--- src/rtl/spi_reg_pkg.sv ---
// Shared types and constants for the SPI register responder.
package spi_reg_pkg;

   typedef enum logic [1:0] {
      IDLE = 2'd0,
      CMD  = 2'd1,
      DATA = 2'd2
   } state_t;

   localparam int NREGS               = 32;
   localparam int ADDR_W              = 5;
   localparam int CMD_ADDR_MSB        = 7;
   localparam int CMD_ADDR_LSB        = 3;
   localparam int CMD_DIR_BIT         = 1;
   localparam int DEFAULT_STATUS_ADDR = 25;

endpackage

--- src/rtl/sync_edge.sv ---
// Multi-flop synchronizer with single-cycle rise/fall strobes on the synchronized level.
module sync_edge #(
   parameter int STAGES = 2
) (
   input  logic clk,
   input  logic rst,
   input  logic d,
   output logic rise,
   output logic fall
);

   logic [STAGES-1:0] chain;
   logic              prev;
   logic              level;

   assign level = chain[STAGES-1];

   // Chain resets low so a pin that is already low after reset produces no edge.
   always_ff @(posedge clk or posedge rst) begin
      if (rst) begin
         chain <= '0;
         prev  <= 1'b0;
      end else begin
         chain <= (chain << 1) | STAGES'(d);
         prev  <= level;
      end
   end

   assign rise = level & ~prev;
   assign fall = ~level & prev;

endmodule

--- src/rtl/spi_reg_responder.sv ---
// SPI mode-0 responder exposing a 32x8 register file, oversampled on clk_50.
//
// state | meaning
// IDLE  | waiting for ss_n fall
// CMD   | shifting in command byte, status byte shifting out
// DATA  | write commits or repeated reads of the latched address
module spi_reg_responder
   import spi_reg_pkg::*;
#(
   parameter int SYNC_STAGES = 2,
   parameter int STATUS_ADDR = DEFAULT_STATUS_ADDR
) (
   input  logic              clk_50,
   input  logic              reset_50,
   input  logic              sclk,
   input  logic              mosi,
   input  logic              ss_n,
   output logic              miso,
   output logic              miso_oe,
   input  logic              loc_we,
   input  logic [ADDR_W-1:0] loc_addr,
   input  logic [7:0]        loc_wdata,
   output logic [7:0]        loc_rdata,
   output logic              spi_wr_valid,
   output logic [ADDR_W-1:0] spi_wr_addr,
   output logic [7:0]        spi_wr_data
);

   localparam logic [ADDR_W-1:0] STATUS_IDX = ADDR_W'(STATUS_ADDR);

   logic                   sclk_rise, sclk_fall;
   logic                   ss_rise, ss_fall;
   logic [SYNC_STAGES-1:0] mosi_sync;
   logic                   mosi_s;

   state_t                 state;
   logic [2:0]             bit_cnt;
   logic [6:0]             shift_in;
   logic [7:0]             rx_byte;
   logic [7:0]             out_byte;
   logic [ADDR_W-1:0]      addr;
   logic                   dir;
   logic                   miso_q;
   logic [7:0]             regs [NREGS];

   sync_edge #(.STAGES(SYNC_STAGES)) u_sclk_sync (
      .clk  (clk_50),
      .rst  (reset_50),
      .d    (sclk),
      .rise (sclk_rise),
      .fall (sclk_fall)
   );

   sync_edge #(.STAGES(SYNC_STAGES)) u_ss_sync (
      .clk  (clk_50),
      .rst  (reset_50),
      .d    (ss_n),
      .rise (ss_rise),
      .fall (ss_fall)
   );

   // Same depth as the sclk chain so mosi lines up with the detected rise.
   always_ff @(posedge clk_50 or posedge reset_50) begin
      if (reset_50) mosi_sync <= '0;
      else          mosi_sync <= (mosi_sync << 1) | SYNC_STAGES'(mosi);
   end

   assign mosi_s    = mosi_sync[SYNC_STAGES-1];
   assign rx_byte   = {shift_in, mosi_s};
   assign loc_rdata = regs[loc_addr];
   assign miso      = miso_q & miso_oe;

   always_ff @(posedge clk_50 or posedge reset_50) begin
      if (reset_50) begin
         state        <= IDLE;
         bit_cnt      <= '0;
         shift_in     <= '0;
         out_byte     <= '0;
         addr         <= '0;
         dir          <= 1'b0;
         miso_q       <= 1'b0;
         miso_oe      <= 1'b0;
         spi_wr_valid <= 1'b0;
         spi_wr_addr  <= '0;
         spi_wr_data  <= '0;
         for (int i = 0; i < NREGS; i++) regs[i] <= '0;
      end else begin
         spi_wr_valid <= 1'b0;
         // Local write first so a same-address SPI commit below overrides it.
         if (loc_we) regs[loc_addr] <= loc_wdata;

         // Enable only opens on a fall seen from IDLE, so a select held low
         // through reset stays undriven until the master reasserts it.
         if (ss_rise)                      miso_oe <= 1'b0;
         else if (ss_fall && state == IDLE) miso_oe <= 1'b1;

         if (ss_rise) begin
            state   <= IDLE;
            bit_cnt <= '0;
            miso_q  <= 1'b0;
         end else begin
            case (state)
               IDLE: begin
                  if (ss_fall) begin
                     out_byte <= regs[STATUS_IDX];
                     miso_q   <= regs[STATUS_IDX][7];
                     bit_cnt  <= '0;
                     state    <= CMD;
                  end
               end
               CMD, DATA: begin
                  if (sclk_rise) begin
                     shift_in <= rx_byte[6:0];
                     bit_cnt  <= bit_cnt + 3'd1;
                     if (bit_cnt == 3'd7) begin
                        if (state == CMD) begin
                           addr  <= rx_byte[CMD_ADDR_MSB:CMD_ADDR_LSB];
                           dir   <= rx_byte[CMD_DIR_BIT];
                           state <= DATA;
                           if (!rx_byte[CMD_DIR_BIT])
                              out_byte <= regs[rx_byte[CMD_ADDR_MSB:CMD_ADDR_LSB]];
                        end else if (dir) begin
                           regs[addr]   <= rx_byte;
                           spi_wr_valid <= 1'b1;
                           spi_wr_addr  <= addr;
                           spi_wr_data  <= rx_byte;
                        end else begin
                           out_byte <= regs[addr];
                        end
                     end
                  end else if (sclk_fall) begin
                     // bit_cnt already counts the rises, so it selects the next bit out.
                     miso_q <= out_byte[3'd7 - bit_cnt];
                  end
               end
               default: state <= IDLE;
            endcase
         end
      end
   end

endmodule

--- config.mk ---
export PLATFORM = sky130hd
export DESIGN_NAME = spi_reg_responder
export DESIGN_NICKNAME = d
export VERILOG_FILES = /design/src/rtl/spi_reg_pkg.sv /design/src/rtl/sync_edge.sv /design/src/rtl/spi_reg_responder.sv
export SDC_FILE = /design/constraint.sdc
export NUM_CORES = 1
export LEC_CHECK = 0
export ABC_AREA = 1
export CAP_MARGIN = 20
export CELL_PAD_IN_SITES_DETAIL_PLACEMENT = 0
export CELL_PAD_IN_SITES_GLOBAL_PLACEMENT = 1
export CORE_MARGIN = 5
export CORE_UTILIZATION = 35
export DETAILED_ROUTE_END_ITERATION = 16
export HOLD_SLACK_MARGIN = 0.03
export PLACE_DENSITY_LB_ADDON = 0.1
export SYNTH_ARGS = -nofsm -noshare
export SYNTH_HDL_FRONTEND = slang
export SYNTH_SLANG_ARGS = --single-unit
--- constraint.sdc ---
create_clock -name clk_50 -period 11.9 [get_ports clk_50]
set_input_delay 1.785 -clock clk_50 [delete_from_list [all_inputs] [get_ports clk_50]]
set_output_delay 1.785 -clock clk_50 [all_outputs]
set_load 0.05 [all_outputs]
==> flow_metrics.tcl <==
set metrics [dict create \
    status "complete, no violations" \
    firstDrtPassIters 6 \
    fin_total_pwr_mw 4.81 \
    grt_start_max_net_pins 137 \
    io_pins 43 \
    overflow 0 \
    start_util_pct 35.5 \
    worstPathArrival_ns 5.98 \
    dieHeight_um 258 \
    nNetsFinal 3235 \
    slew_headroom_pct 17.7 \
    route.met2.wl_um 53700 \
    postCtsHoldBufs 0 \
    rsz0062_at_grt "false" \
    cts-htree-levels 2 \
    drive_above_1_share_pct 5.93 \
    synth_top_area_share_pct 35.6 \
    worst_pin_slew_ns 1.23 \
    syn_inst 3318 \
    crit_buf_inv 4 \
    synth.distinct_cells 38 \
    clock-sinks 306 \
    antenna_left 0 \
    cts_buffers 40 \
    vias 24886 \
    fillCellCount 6540 \
    numPortBuffers 42 \
    core_sq_mm 0.0606 \
    synth_area_leader_cell "dfrtp_1" \
    multi_input_area_sq_mm 0.0117 \
    p_leak_nw 11.0 \
    synth_area_per_cell_sq_um 6.48 \
    post-cts-setup-buffers 0 \
    synthArstFlopShare_pct 100 \
    clock_latency_ns 0.59 \
    cpMostUsedCell "nand2_1" \
    areaGrowthSynthToFinish_pct 10.5 \
    startpoint_type "input pin" \
    grt_pass1_vias 22577 \
    wl_met3_um 14500 \
    die_width_um 258 \
    via_per_inst 6.19 \
    max_freq_mhz 129 \
    first_iter_violations 3673 \
    dieArea_sq_mm 0.0665 \
    dpl.cell_count 3948 \
    grt_first_pass_wirelength_um 183000 \
    synth_seq_area_share_pct 35.6 \
    fin_tns_setup_ns 0 \
    drv_cap 0 \
    synth-seq-cells 306 \
    synth_nets 3343 \
    clk_pin_slew_ns 0.06 \
    peakVddDrop_mv 0.240 \
    clk_path_buf_depth 3 \
    regArea_sq_mm 0.00767 \
    crit_chain "buf_2 -> inv_2 -> nor2_4 -> buf_4 -> a22oi_1 -> o221ai_1 -> nand2_1 -> nand2_1 -> a21oi_1 -> nand2_1 -> clkdlybuf4s50_1" \
    crit_path_end_kind "output pin" \
    cts_resized 0 \
    yosys_warnings 0 \
    drc 0 \
    critical_path_class "input pin to output pin" \
    cp_top_family "buffers and inverters" \
    fin_crit_ns 7.76 \
    critPathRequiredTime_ns 10.12 \
    yosysMostFrequentCell "nand2_1" \
    clock-skew-final_ns 0.0217 \
    fin_cells 4023 \
    synth_area_leaders "dfrtp_1 36%, nand2_1 18%, nand3_1 8.4%, o21ai_0 7.1%, inv_1 4.7%" \
    synthTopCellsByCount "1052 x nand2_1, 363 x nand3_1, 306 x dfrtp_1" \
    cp_max_fo 41 \
    synthFlopType "dfrtp_1" \
    hpwlAfterDp_um 89200 \
    cpMaxStageDelayCell "clkdlybuf4s50_1" \
    cts_tree "done" \
    setup_viol 0 \
    netlist_area_sq_mm 0.0215 \
    dr.max_layer_used "met5" \
    drv_slew 0 \
    hold_viol 0 \
    totalWireLength_um 131000 \
    rows 90 \
    place_congestion 1.06 \
    track_usage_pct 38.1 \
    fin_crit_sh_pct 65.3 \
    cp_slowest_stage_delay_ns 0.85 \
    antenna_found_initial 6 \
    cts_root_buf "clkbuf_16" \
    post_drt_wl_per_cell_um 32.6 \
    hold_class "flop to flop" \
    p_per_area_mw_per_mm2 202 \
    synth_edf_count 0 \
    wl_met1_um 53300 \
]
## worst paths after layout
| check | from | to | slack (ns) | cells past startpoint |
|---|---|---|---|---|
| worst max-delay path | loc_addr[0] | loc_rdata[7] | 4.14 | 11 |
| worst min-delay path | u_ss_sync.chain[0]$_DFF_PP0_ | u_ss_sync.chain[1]$_DFF_PP0_ | 0.35 | 0 |
| worst max register to register | addr[1]$_DFFE_PP0P_ | regs[21]$_DFF_PP0_ | 7.89 | 10 |
| worst min register to register | u_ss_sync.chain[0]$_DFF_PP0_ | u_ss_sync.chain[1]$_DFF_PP0_ | 0.35 | 0 |
| max in group asynchronous | reset_50 | addr[0]$_DFFE_PP0P_ | 8.52 | 3 |
| min in group asynchronous | reset_50 | regs[104]$_DFF_PP0_ | 1.74 | 2 |
## layout make-up
type	instances	area share (%)
Multi-Input combinational cell	2465	49.4
Sequential cell	306	32.3
Clock buffer	59	4.90
Inverter	301	4.81
Tap cell	782	4.12
Timing Repair Buffer	96	3.50
Clock inverter	12	1.01
Antenna cell	2	0.0211
## worst register-to-register path, delay by kind of cell (launching register included)
kind	cells	cell delay, ns
AND/OR/NAND/NOR	3	1.55
buffers and inverters	5	1.61
AO/OA/AOI/OAI	2	0.28
flip-flops	1	0.44
## state kept, by name (all words and copies together), names as in the netlist
signal	cells
regs	256
out_byte	8
spi_wr_data	8
shift_in	7
addr	5
spi_wr_addr	5
bit_cnt	3
mosi_sync	2
state	2
u_sclk_sync.chain	2
u_ss_sync.chain	2
dir	1
miso_oe	1
miso_q	1
spi_wr_valid	1
u_sclk_sync.prev	1
u_ss_sync.prev	1
## layout by cell type (no fill, tap or decap), types with 4 or more instances in the layout
| master | Yosys | final |
|---|---|---|
| a211oi_1 | 28 | 28 |
| a21oi_1 | 146 | 146 |
| a221oi_1 | 8 | 8 |
| a22o_1 | 5 | 5 |
| a22oi_1 | 57 | 57 |
| a31oi_1 | 16 | 16 |
| buf_4 | 4 | 52 |
| bufinv_16 | 0 | 7 |
| clkbuf_1 | 166 | 11 |
| clkbuf_16 | 0 | 41 |
| clkbuf_8 | 0 | 7 |
| clkdlybuf4s50_1 | 0 | 40 |
| clkinv_1 | 9 | 11 |
| clkinv_2 | 0 | 6 |
| dfrtp_1 | 306 | 300 |
| ha_1 | 6 | 6 |
| inv_1 | 272 | 263 |
| inv_2 | 20 | 23 |
| nand2_1 | 1052 | 1051 |
| nand3_1 | 363 | 363 |
| nand4_1 | 13 | 13 |
| nor2_1 | 206 | 203 |
| nor2_2 | 17 | 18 |
| nor2_4 | 8 | 10 |
| nor3_2 | 3 | 4 |
| nor3_4 | 5 | 5 |
| o211ai_1 | 127 | 127 |
| o21ai_0 | 303 | 303 |
| o21ai_1 | 34 | 34 |
| o221ai_1 | 22 | 22 |
| o22ai_1 | 30 | 30 |
## report_power, final
part,total [mW],switching [mW],internal (mW)
clock network,1.35,0.521,0.826
logic,1.79,1.30,0.495
registers,1.67,0.426,1.24
## routing by layer
| metal | track usage [%] | up-vias |
|---|---|---|
| met3 | 9.33 | 385 |
| li1 | - | 10825 |
| met1 | 52.2 | 12059 |
| met5 | 0 | - |
| met4 | 21.9 | 2 |
| met2 | 54.9 | 1615 |
## through the flow
step           hold slack (ns)  area, sq um  utilization [%]  setup slack (ns)
2_1_floorplan            0.331        21500                -              1.66
3_3_place_gp             0.333        22300             36.9              4.44
3_5_place_dp             0.336        22300             36.9              4.28
4_1_cts                  0.349        23700             39.2              4.27
5_1_grt                  0.366        23800             39.2              4.10
6_report                 0.348        23800             39.2              4.14
## cell families after synthesis
| group | synth area share (%) |
|---|---|
| mux | 0.0524 |
| fa+ha+maj | 0.349 |
| compound gates | 21.5 |
| buf+inv | 9.95 |
| simple gates | 32.6 |
| flops | 35.6 |
Power figures use the tool's default switching activity.
